[config.mk]
export PLATFORM = sky130hd
export DESIGN_NAME = wb_cmd_master
export DESIGN_NICKNAME = d
export VERILOG_FILES = /design/src/rtl/wb_cmd_master.sv
export SDC_FILE = /design/constraint.sdc
export NUM_CORES = 1
export LEC_CHECK = 0
export BUFFER_PORTS_ARGS = -buffer_cell sky130_fd_sc_hd__buf_4
export CELL_PAD_IN_SITES_DETAIL_PLACEMENT = 1
export CELL_PAD_IN_SITES_GLOBAL_PLACEMENT = 1
export CORE_ASPECT_RATIO = 0.8
export CORE_MARGIN = 1.5
export CORE_UTILIZATION = 37
export DETAILED_ROUTE_END_ITERATION = 16
export GPL_TIMING_DRIVEN = 1
export PLACE_DENSITY_LB_ADDON = 0.1
export SYNTH_ARGS = -nofsm -noshare
export SYNTH_HDL_FRONTEND = slang
export SYNTH_SLANG_ARGS = --single-unit
[constraint.sdc]
create_clock -name clk -period 2.3 [get_ports clk]
set_clock_uncertainty 0.1 [all_clocks]
set_input_delay 0.345 -clock clk [delete_from_list [all_inputs] [get_ports clk]]
set_output_delay 0.345 -clock clk [all_outputs]
set_load 0.01 [all_outputs]
[src/rtl/wb_cmd_master.sv]
// Wishbone classic single-cycle master: turns a host command plus write/read word
// streams into address-incrementing bus cycles, each bounded by an ack timeout.
module wb_cmd_master #(
  parameter int ADDR_STEP = 4,
  parameter int LEN_W     = 8,
  parameter int TIMEOUT   = 255
) (
  input  logic             clk,
  input  logic             nRST,
  input  logic             cmd_valid,
  output logic             cmd_ready,
  input  logic             cmd_write,
  input  logic [31:0]      cmd_addr,
  input  logic [LEN_W-1:0] cmd_len,
  input  logic             wdata_valid,
  output logic             wdata_ready,
  input  logic [31:0]      wdata,
  output logic             rdata_valid,
  input  logic             rdata_ready,
  output logic [31:0]      rdata,
  output logic [31:0]      wb_adr_o,
  output logic [31:0]      wb_dat_o,
  output logic [3:0]       wb_sel_o,
  output logic             wb_we_o,
  output logic             wb_cyc_o,
  output logic             wb_stb_o,
  input  logic             wb_ack_i,
  input  logic [31:0]      wb_dat_i,
  output logic             busy,
  output logic             done,
  output logic             timeout_err
);

  localparam int CNT_W = (TIMEOUT < 2) ? 1 : $clog2(TIMEOUT + 1);

  typedef enum logic [1:0] {
    IDLE  = 2'd0,
    FETCH = 2'd1,
    BUS   = 2'd2,
    PUSH  = 2'd3
  } state_t;

  state_t             state_r;
  state_t             state_next_s;
  logic [31:0]        addr_r;
  logic [LEN_W-1:0]   rem_r;
  logic               dir_r;
  logic [CNT_W-1:0]   cnt_r;
  logic               cyc_r;
  logic               we_r;
  logic [3:0]         sel_r;
  logic [31:0]        dat_o_r;
  logic [31:0]        rdata_r;
  logic               rdata_valid_r;
  logic               done_r;
  logic               timeout_err_r;

  logic               cmd_fire_s;
  logic               wdata_fire_s;
  logic               rdata_fire_s;
  logic               last_s;
  logic               tmo_s;
  logic               dir_s;
  logic               bus_next_s;

  assign cmd_fire_s   = cmd_valid & (state_r == IDLE);
  assign wdata_fire_s = wdata_valid & (state_r == FETCH);
  assign rdata_fire_s = rdata_ready & (state_r == PUSH);
  assign last_s       = (rem_r == LEN_W'(1));
  // Abort on the TIMEOUT-th BUS cycle unless the slave acks in that same cycle.
  assign tmo_s        = (state_r == BUS) & ~wb_ack_i & (cnt_r == CNT_W'(TIMEOUT - 1));
  // Only reads enter BUS straight from IDLE, before dir_r has been loaded.
  assign dir_s        = (state_r == IDLE) ? cmd_write : dir_r;
  assign bus_next_s   = (state_next_s == BUS);

  // State register
  always_ff @(posedge clk or negedge nRST) begin
    if (!nRST) begin
      state_r <= IDLE;
    end else begin
      state_r <= state_next_s;
    end
  end

  // Next-state decode
  always_comb begin
    state_next_s = state_r;
    case (state_r)
      IDLE: begin
        if (cmd_fire_s && (cmd_len != {LEN_W{1'b0}})) begin
          state_next_s = cmd_write ? FETCH : BUS;
        end else begin
          state_next_s = IDLE;
        end
      end
      FETCH: begin
        if (wdata_fire_s) begin
          state_next_s = BUS;
        end else begin
          state_next_s = FETCH;
        end
      end
      BUS: begin
        if (wb_ack_i) begin
          if (dir_r) begin
            state_next_s = last_s ? IDLE : FETCH;
          end else begin
            state_next_s = PUSH;
          end
        end else if (tmo_s) begin
          state_next_s = IDLE;
        end else begin
          state_next_s = BUS;
        end
      end
      PUSH: begin
        if (rdata_fire_s) begin
          state_next_s = last_s ? IDLE : BUS;
        end else begin
          state_next_s = PUSH;
        end
      end
      default: state_next_s = IDLE;
    endcase
  end

  // Handshake outputs decoded from state
  always_comb begin
    cmd_ready   = 1'b0;
    wdata_ready = 1'b0;
    busy        = 1'b0;
    case (state_r)
      IDLE:    cmd_ready   = 1'b1;
      FETCH:   begin wdata_ready = 1'b1; busy = 1'b1; end
      BUS:     busy        = 1'b1;
      PUSH:    busy        = 1'b1;
      default: busy        = 1'b0;
    endcase
  end

  // Datapath and registered bus/status outputs
  always_ff @(posedge clk or negedge nRST) begin
    if (!nRST) begin
      addr_r        <= 32'h0;
      rem_r         <= {LEN_W{1'b0}};
      dir_r         <= 1'b0;
      cnt_r         <= {CNT_W{1'b0}};
      cyc_r         <= 1'b0;
      we_r          <= 1'b0;
      sel_r         <= 4'h0;
      dat_o_r       <= 32'h0;
      rdata_r       <= 32'h0;
      rdata_valid_r <= 1'b0;
      done_r        <= 1'b0;
      timeout_err_r <= 1'b0;
    end else begin
      done_r <= 1'b0;
      case (state_r)
        IDLE: begin
          if (cmd_fire_s) begin
            addr_r        <= cmd_addr;
            rem_r         <= cmd_len;
            dir_r         <= cmd_write;
            timeout_err_r <= 1'b0;
            done_r        <= (cmd_len == {LEN_W{1'b0}});
          end
        end
        FETCH: begin
          if (wdata_fire_s) begin
            dat_o_r <= wdata;
          end
        end
        BUS: begin
          if (wb_ack_i) begin
            if (dir_r) begin
              if (last_s) begin
                done_r <= 1'b1;
              end else begin
                addr_r <= addr_r + 32'(ADDR_STEP);
                rem_r  <= rem_r - LEN_W'(1);
              end
            end else begin
              rdata_r       <= wb_dat_i;
              rdata_valid_r <= 1'b1;
            end
          end else if (tmo_s) begin
            timeout_err_r <= 1'b1;
            done_r        <= 1'b1;
          end
        end
        PUSH: begin
          if (rdata_fire_s) begin
            rdata_valid_r <= 1'b0;
            if (last_s) begin
              done_r <= 1'b1;
            end else begin
              addr_r <= addr_r + 32'(ADDR_STEP);
              rem_r  <= rem_r - LEN_W'(1);
            end
          end
        end
        default: done_r <= 1'b0;
      endcase

      // Bus qualifiers track the next state so cyc drops on the same edge done rises.
      cyc_r <= bus_next_s;
      we_r  <= bus_next_s & dir_s;
      sel_r <= {4{bus_next_s}};
      if (bus_next_s && (state_r != BUS)) begin
        cnt_r <= {CNT_W{1'b0}};
      end else if (state_r == BUS) begin
        cnt_r <= cnt_r + CNT_W'(1);
      end
    end
  end

  assign wb_adr_o    = addr_r;
  assign wb_dat_o    = dat_o_r;
  assign wb_sel_o    = sel_r;
  assign wb_we_o     = we_r;
  assign wb_cyc_o    = cyc_r;
  assign wb_stb_o    = cyc_r;
  assign rdata       = rdata_r;
  assign rdata_valid = rdata_valid_r;
  assign done        = done_r;
  assign timeout_err = timeout_err_r;

endmodule
### Word level (Yosys, flattened, before mapping)

Cells that the tools add are included.

* bitwise operators: 8
* mux-type cells: 43
* add/subtract/negate cells: 3
* equal/unequal tests: 14
* reductions and logical operators: 16

Operators with widths (count)
* $mux 32: 5
* $pmux 32 s3: 1
* $mux 8: 7
* $add 32x3->32 const B: 1
* $pmux 8 s3: 1
* $mux 1: 17
* $mux 2: 8
* $ne 2x2->1 const B: 8
* $add 8x1->8 const B: 1
* $eq 8x1->1 const B: 1
* $eq 8x8->1 const B: 1
* $logic_not 8->1: 1
* $pmux 2 s4: 1
* $reduce_and 4->1: 2
* $reduce_bool 8->1: 1
* $sub 8x1->8 const B: 1
* $and 1x1->1: 6
* $eq 2x2->1 const B: 3
* $reduce_bool 2->1: 3
* $reduce_and 5->1: 1
* $pmux 1 s2: 2
* $reduce_and 2->1: 2
* $pmux 1 s3: 1
* $reduce_and 3->1: 1
* other kinds (6): 8

* logic and storage cells: 97
* output and inout bits: 109
* input port bits: 111
* flip-flop bits (word level): 121

### Longest topological paths before layout

* depth in word-level cells: 9
* depth in mapped cells: 9
* mapped depth without buffers: 7

### Worst setup path after synthesis

OpenSTA, ideal clock, no wires.

* kind: register to register
* from: register addr_r[13] (netlist: wb_adr_o[13])
* to: register addr_r[27] (netlist: wb_adr_o[27])
* clock period less this slack: 2155 ps
* data required time: 2062 ps
* path buffers: 1
* cell stages (with the launch flop): 7
* setup slack: 145 ps
* library setup time: 138 ps
* arrival time: 1917 ps
* cells stage by stage: dfrtp_1 nand4_4 or4b_1 buf_2 or3_4 a22oi_2 o311ai_2

* longest elaborated chain between the ends: 5
* elaborated cells between the ends (all ways): 6
* those cells by class: 1 x add/sub; 5 x mux

Ends and longest elaborated chain
* start: declaration: RTL line 45 `logic [31:0] addr_r;`
* start signal: assignment: RTL line 161 `addr_r <= cmd_addr;`
* start signal: assignment: RTL line 179 `addr_r <= addr_r + 32'(ADDR_STEP);`
* start signal: assignment: RTL line 197 `addr_r <= addr_r + 32'(ADDR_STEP);`
* $add 32x3->32 (*): RTL line 179, 197
* $mux 32 (*): RTL line 176, 194
* $mux 32: RTL line 175 `if (dir_r) begin`
* $mux 32: RTL line 174 `if (wb_ack_i) begin`
* $pmux 32 s3 (*): RTL line 158 `case (state_r)`

Every way passes the cells marked *; elsewhere a longest branch is shown, timed or not. The select of a mux whose other input is x is not followed.
A chain may end at the register's enable or synchronous reset.

### Final worst setup path

* from: register rem_r[1]
* to: register addr_r[9] (netlist: wb_adr_o[9])

* longest elaborated chain between the ends: 5
* elaborated cells between the ends (all ways): 6
* those cells by class: 1 x eq/ne; 5 x mux

Ends and longest elaborated chain
* start: declaration: RTL line 46 `logic [LEN_W-1:0] rem_r;`
* start signal: assignment: RTL line 145 `rem_r <= {LEN_W{1'b0}};`
* start signal: assignment: RTL line 162 `rem_r <= cmd_len;`
* start signal: assignment: RTL line 180 `rem_r <= rem_r - LEN_W'(1);`
* $eq 8x1->1 (*): RTL line 69 `assign last_s = (rem_r == LEN_W'(1));`
* $mux 32 (*)
* $mux 32 (2 in a row)
* $pmux 32 s3 (*)

Marked as above.

==> impl_metrics.csv <==
group,metric,value,unit
yosys,synth.ff_latch_count,120,
pwr,cellLeakagePower,3.93,nW
sta,timing.slew.headroom,0.599,
yosys,synth.mux.area_fraction,0.138,
yosys,synthDominantCellAreaShare,0.522,
detailed_routing,detail_route.wirelength,19300,um
die,row_count,40,
sta,setup_tns,0,ps
layout,layout_common_cells,"256 x buf_4, 119 x dfrtp_1, 65 x mux2_2",
detailed_routing,initial_detailed_routing_violation_count,313,
layout,post_route_cells_drive_above_1_share,0.483,
yosys,netlist_area,5750,um2
grt,first_global_vias,5711,
grt,grt_pass1_wl,30000,um
grt,grt_max_degree,46,
yosys,synth-warning-count,0,
yosys,synthDominantAreaCellType,"dfrtp_1",
setup_path,critical_path.startpoint_type,"flip-flop",
sta,report.final.slew_viol_count,0,
die,floorplan.initialDensity,0.381,
layout,syn_to_final_growth,48.3,%
yosys,synth_xor_xnor_area_share,0,
yosys,synthesis.instances,525,
pwr,vdd.ir_drop.worst,0.752,mV
yosys,net_count_of_the_mapped_netlist,641,
job,max_cap_viol_count,0,
grt,gr-usage-all-layers,0.239,
grt,grt.overflow.total,0,
die,num_io_pins,220,
sta,setup_repair_after_global_routing_missed_its_margin,"yes",
setup_path,cp.required,2520,ps
yosys,asyncSetResetFlopFracSynth,1.00,
yosys,post_synth_main_area_contributors,"dfrtp_1 52%, mux2_2 13%, nand2_1 3.1%",
yosys,synth_sequential_area_ratio,0.522,
clocking,ctsHtreeMaxLevel,4,
clocking,clockBufferDepth,2,
yosys,synthDistinctLibCells,64,
layout,post-route-util,0.564,
detailed_routing,post_drt_via_cell_ratio,5.36,
die,die-height,115,um
setup_path,crit_path_top_delay_cell,"dfrtp_1",
yosys,synthAdderAreaFrac,0.0109,
setup_path,crit_fanout,21,
yosys,synth_compound_gate_area_share,0.128,
yosys,synth_enable_flop_cells,0,
place,placement.io_buffers,219,
sta,report.final.hold_viol_count,0,
setup_path,critPathTopFamily,"simple AND/OR/NAND/NOR gates",
detailed_routing,detailroute.via_count,5335,
run_status,outcome,"finished, final reports clean",
layout,commonest_non_fill_non_tap_cell_in_the_layout,"buf_4",
setup_path,worst-path-buf-inv,2,
clocking,cts-buffers-inserted,17,
sta,finalCriticalPeriod,2200,ps
clocking,cts_root_buffer,"clkbuf_16",
clocking,clkSinkCount,120,
clocking,path_clk_slew,60,ps
clocking,insertion_delay,420,ps
layout,final_net_count,888,
hold_path,holdCritPathClass,"in -> reg",
clocking,clock_tree_from_tritoncts,"done",
setup_path,critical_path_s_largest_stage_delay,410,ps
setup_path,timing.setup.critical_path_class,"reg -> reg",
yosys,synth_area_per_inst,11.0,um2
grt,grt_antenna_before_repair,0,
sta,fmax,455,MHz
setup_path,timing.critical_path.cells,"inv_1, ha_1, nor3b_1, nand2_1, a21o_1, buf_12, and4_1, nor3_1",
die,core,15100,um2
sta,setup-violations-final,0,
setup_path,cp_endpoint_kind,"flip-flop",
yosys,ys.flop_type,"dfrtp_1",
detailed_routing,dr.pass1.iters,4,
layout,insertedDiodeCount,0,
detailed_routing,ant_nets,0,
die,design.die.area,16300,um2
pwr,power.density_cell_area,1460,nW/um2
yosys,yosys.area_share.simple,0.165,
detailed_routing,wire_per_inst,19.4,um
place,gp_congestion,0.843,
setup_path,worstPathArrival,2420,ps
place,place_hpwl,14000,um
clocking,postCtsSetupBuffers,0,
detailed_routing,drc,0,
die,die-width,142,um
yosys,dominant_combinational_cell_family_by_area_after_synthesis,"simple AND/OR/NAND/NOR gates",
sta,tightest_slew,596,ps
sta,timing.final.crit_share,0.955,
worst register-to-register path, stage by stage, from the launching register on:
cell,delay (ps)
dfrtp_1,410
inv_1,120
ha_1,150
nor3b_1,280
nand2_1,200
a21o_1,240
buf_12,170
and4_1,210
nor3_1,230
worst paths after layout:
kind	cells after the start	slack, ps	start	end
hold reg to reg	2	380	wb_adr_o[1]$_DFFE_PN0P_	wb_adr_o[1]$_DFFE_PN0P_
setup reg to reg	8	100	rem_r[1]$_DFFE_PN0P_	wb_adr_o[9]$_DFFE_PN0P_
setup / recovery	8	100	rem_r[1]$_DFFE_PN0P_	wb_adr_o[9]$_DFFE_PN0P_
min in group asynchronous	2	200	nRST	wb_adr_o[14]$_DFFE_PN0P_
hold / removal	3	30	cmd_addr[1]	wb_adr_o[1]$_DFFE_PN0P_
max in group asynchronous	3	1200	nRST	wb_dat_o[4]$_DFFE_PN0P_
synth_stat cells, types with 4 or more instances:
master and number:
a21o_1 4, a21oi_1 21, a221o_1 4, a31oi_1 4, and2_1 6, and4_1 6, buf_1 4, buf_2 9
buf_4 6, clkbuf_1 14, dfrtp_1 120, ha_1 5, inv_1 13, mux2_2 65, mux2i_1 6, nand2_1 47
nand3_1 24, nand4_1 10, nor2_1 26, nor2b_1 4, nor3_1 20, nor4_1 5, o21ai_0 26, o22ai_1 8
o32ai_1 5
flip-flops by register name, summed over array words and instances, names as in the netlist:
signal / cells
dir_r: 1
timeout_err: 1
rdata_valid: 1
wb_sel_o: 1
state_r: 2
wb_dat_o: 32
wb_adr_o: 32
rem_r: 8
cnt_r: 8
done: 1
wb_we_o: 1
rdata: 32
layout make-up:
| cell class | count | area (um2) |
|---|---|---|
| multi-input cells | 359 | 2570 |
| flip-flops and latches | 120 | 3000 |
| fillers | 1683 | 6590 |
| clock inverters | 12 | 163 |
| well taps | 210 | 263 |
| clock buffers | 20 | 467 |
| repair buffers | 261 | 2010 |
| inverters | 13 | 48.8 |
through the flow:
step | instance area (um2) | power, mW | cells | hold WS [ps] | worst slack [ps]
floorplan | 5750 | 6.73 | 525 | -50.6 | 145
global placement | 7860 | 9.30 | 962 | 93.0 | 155
detailed placement | 7860 | 9.59 | 962 | 94.9 | 53.1
CTS | 8500 | 12.5 | 995 | 10.5 | 29.9
global route | 8530 | 13.2 | 995 | 36.2 | -15.5
finish | 8530 | 12.5 | 995 | 28.3 | 103
cell families after synthesis:
kind of cell    Yosys count
compound gates          107
fa+ha+maj                 5
flops                   120
mux                      71
buf+inv                  46
simple gates            176
power breakdown:
| part | internal (mW) | total, mW | switching, mW |
|---|---|---|---|
| clock network | 1.80 | 2.83 | 1.03 |
| registers | 3.11 | 3.93 | 0.817 |
| logic | 2.90 | 5.70 | 2.81 |
| total | 7.81 | 12.5 | 4.65 |
timing repair:
item,CTS,global route
hold buffers,1,0
hold endpoints to repair,52,0
endpoints found under the setup margin,1,16
gates resized for setup,1,9
per-layer routing:
metal	vias to the layer above	share of wire	GRT usage
met5	-	0	0
met4	0	0.016	0.0735
met3	27	0.068	0.0774
met2	190	0.49	0.389
met1	2668	0.43	0.304
li1	2450	-	-
No activity file was read; power rests on OpenSTA's default activity.
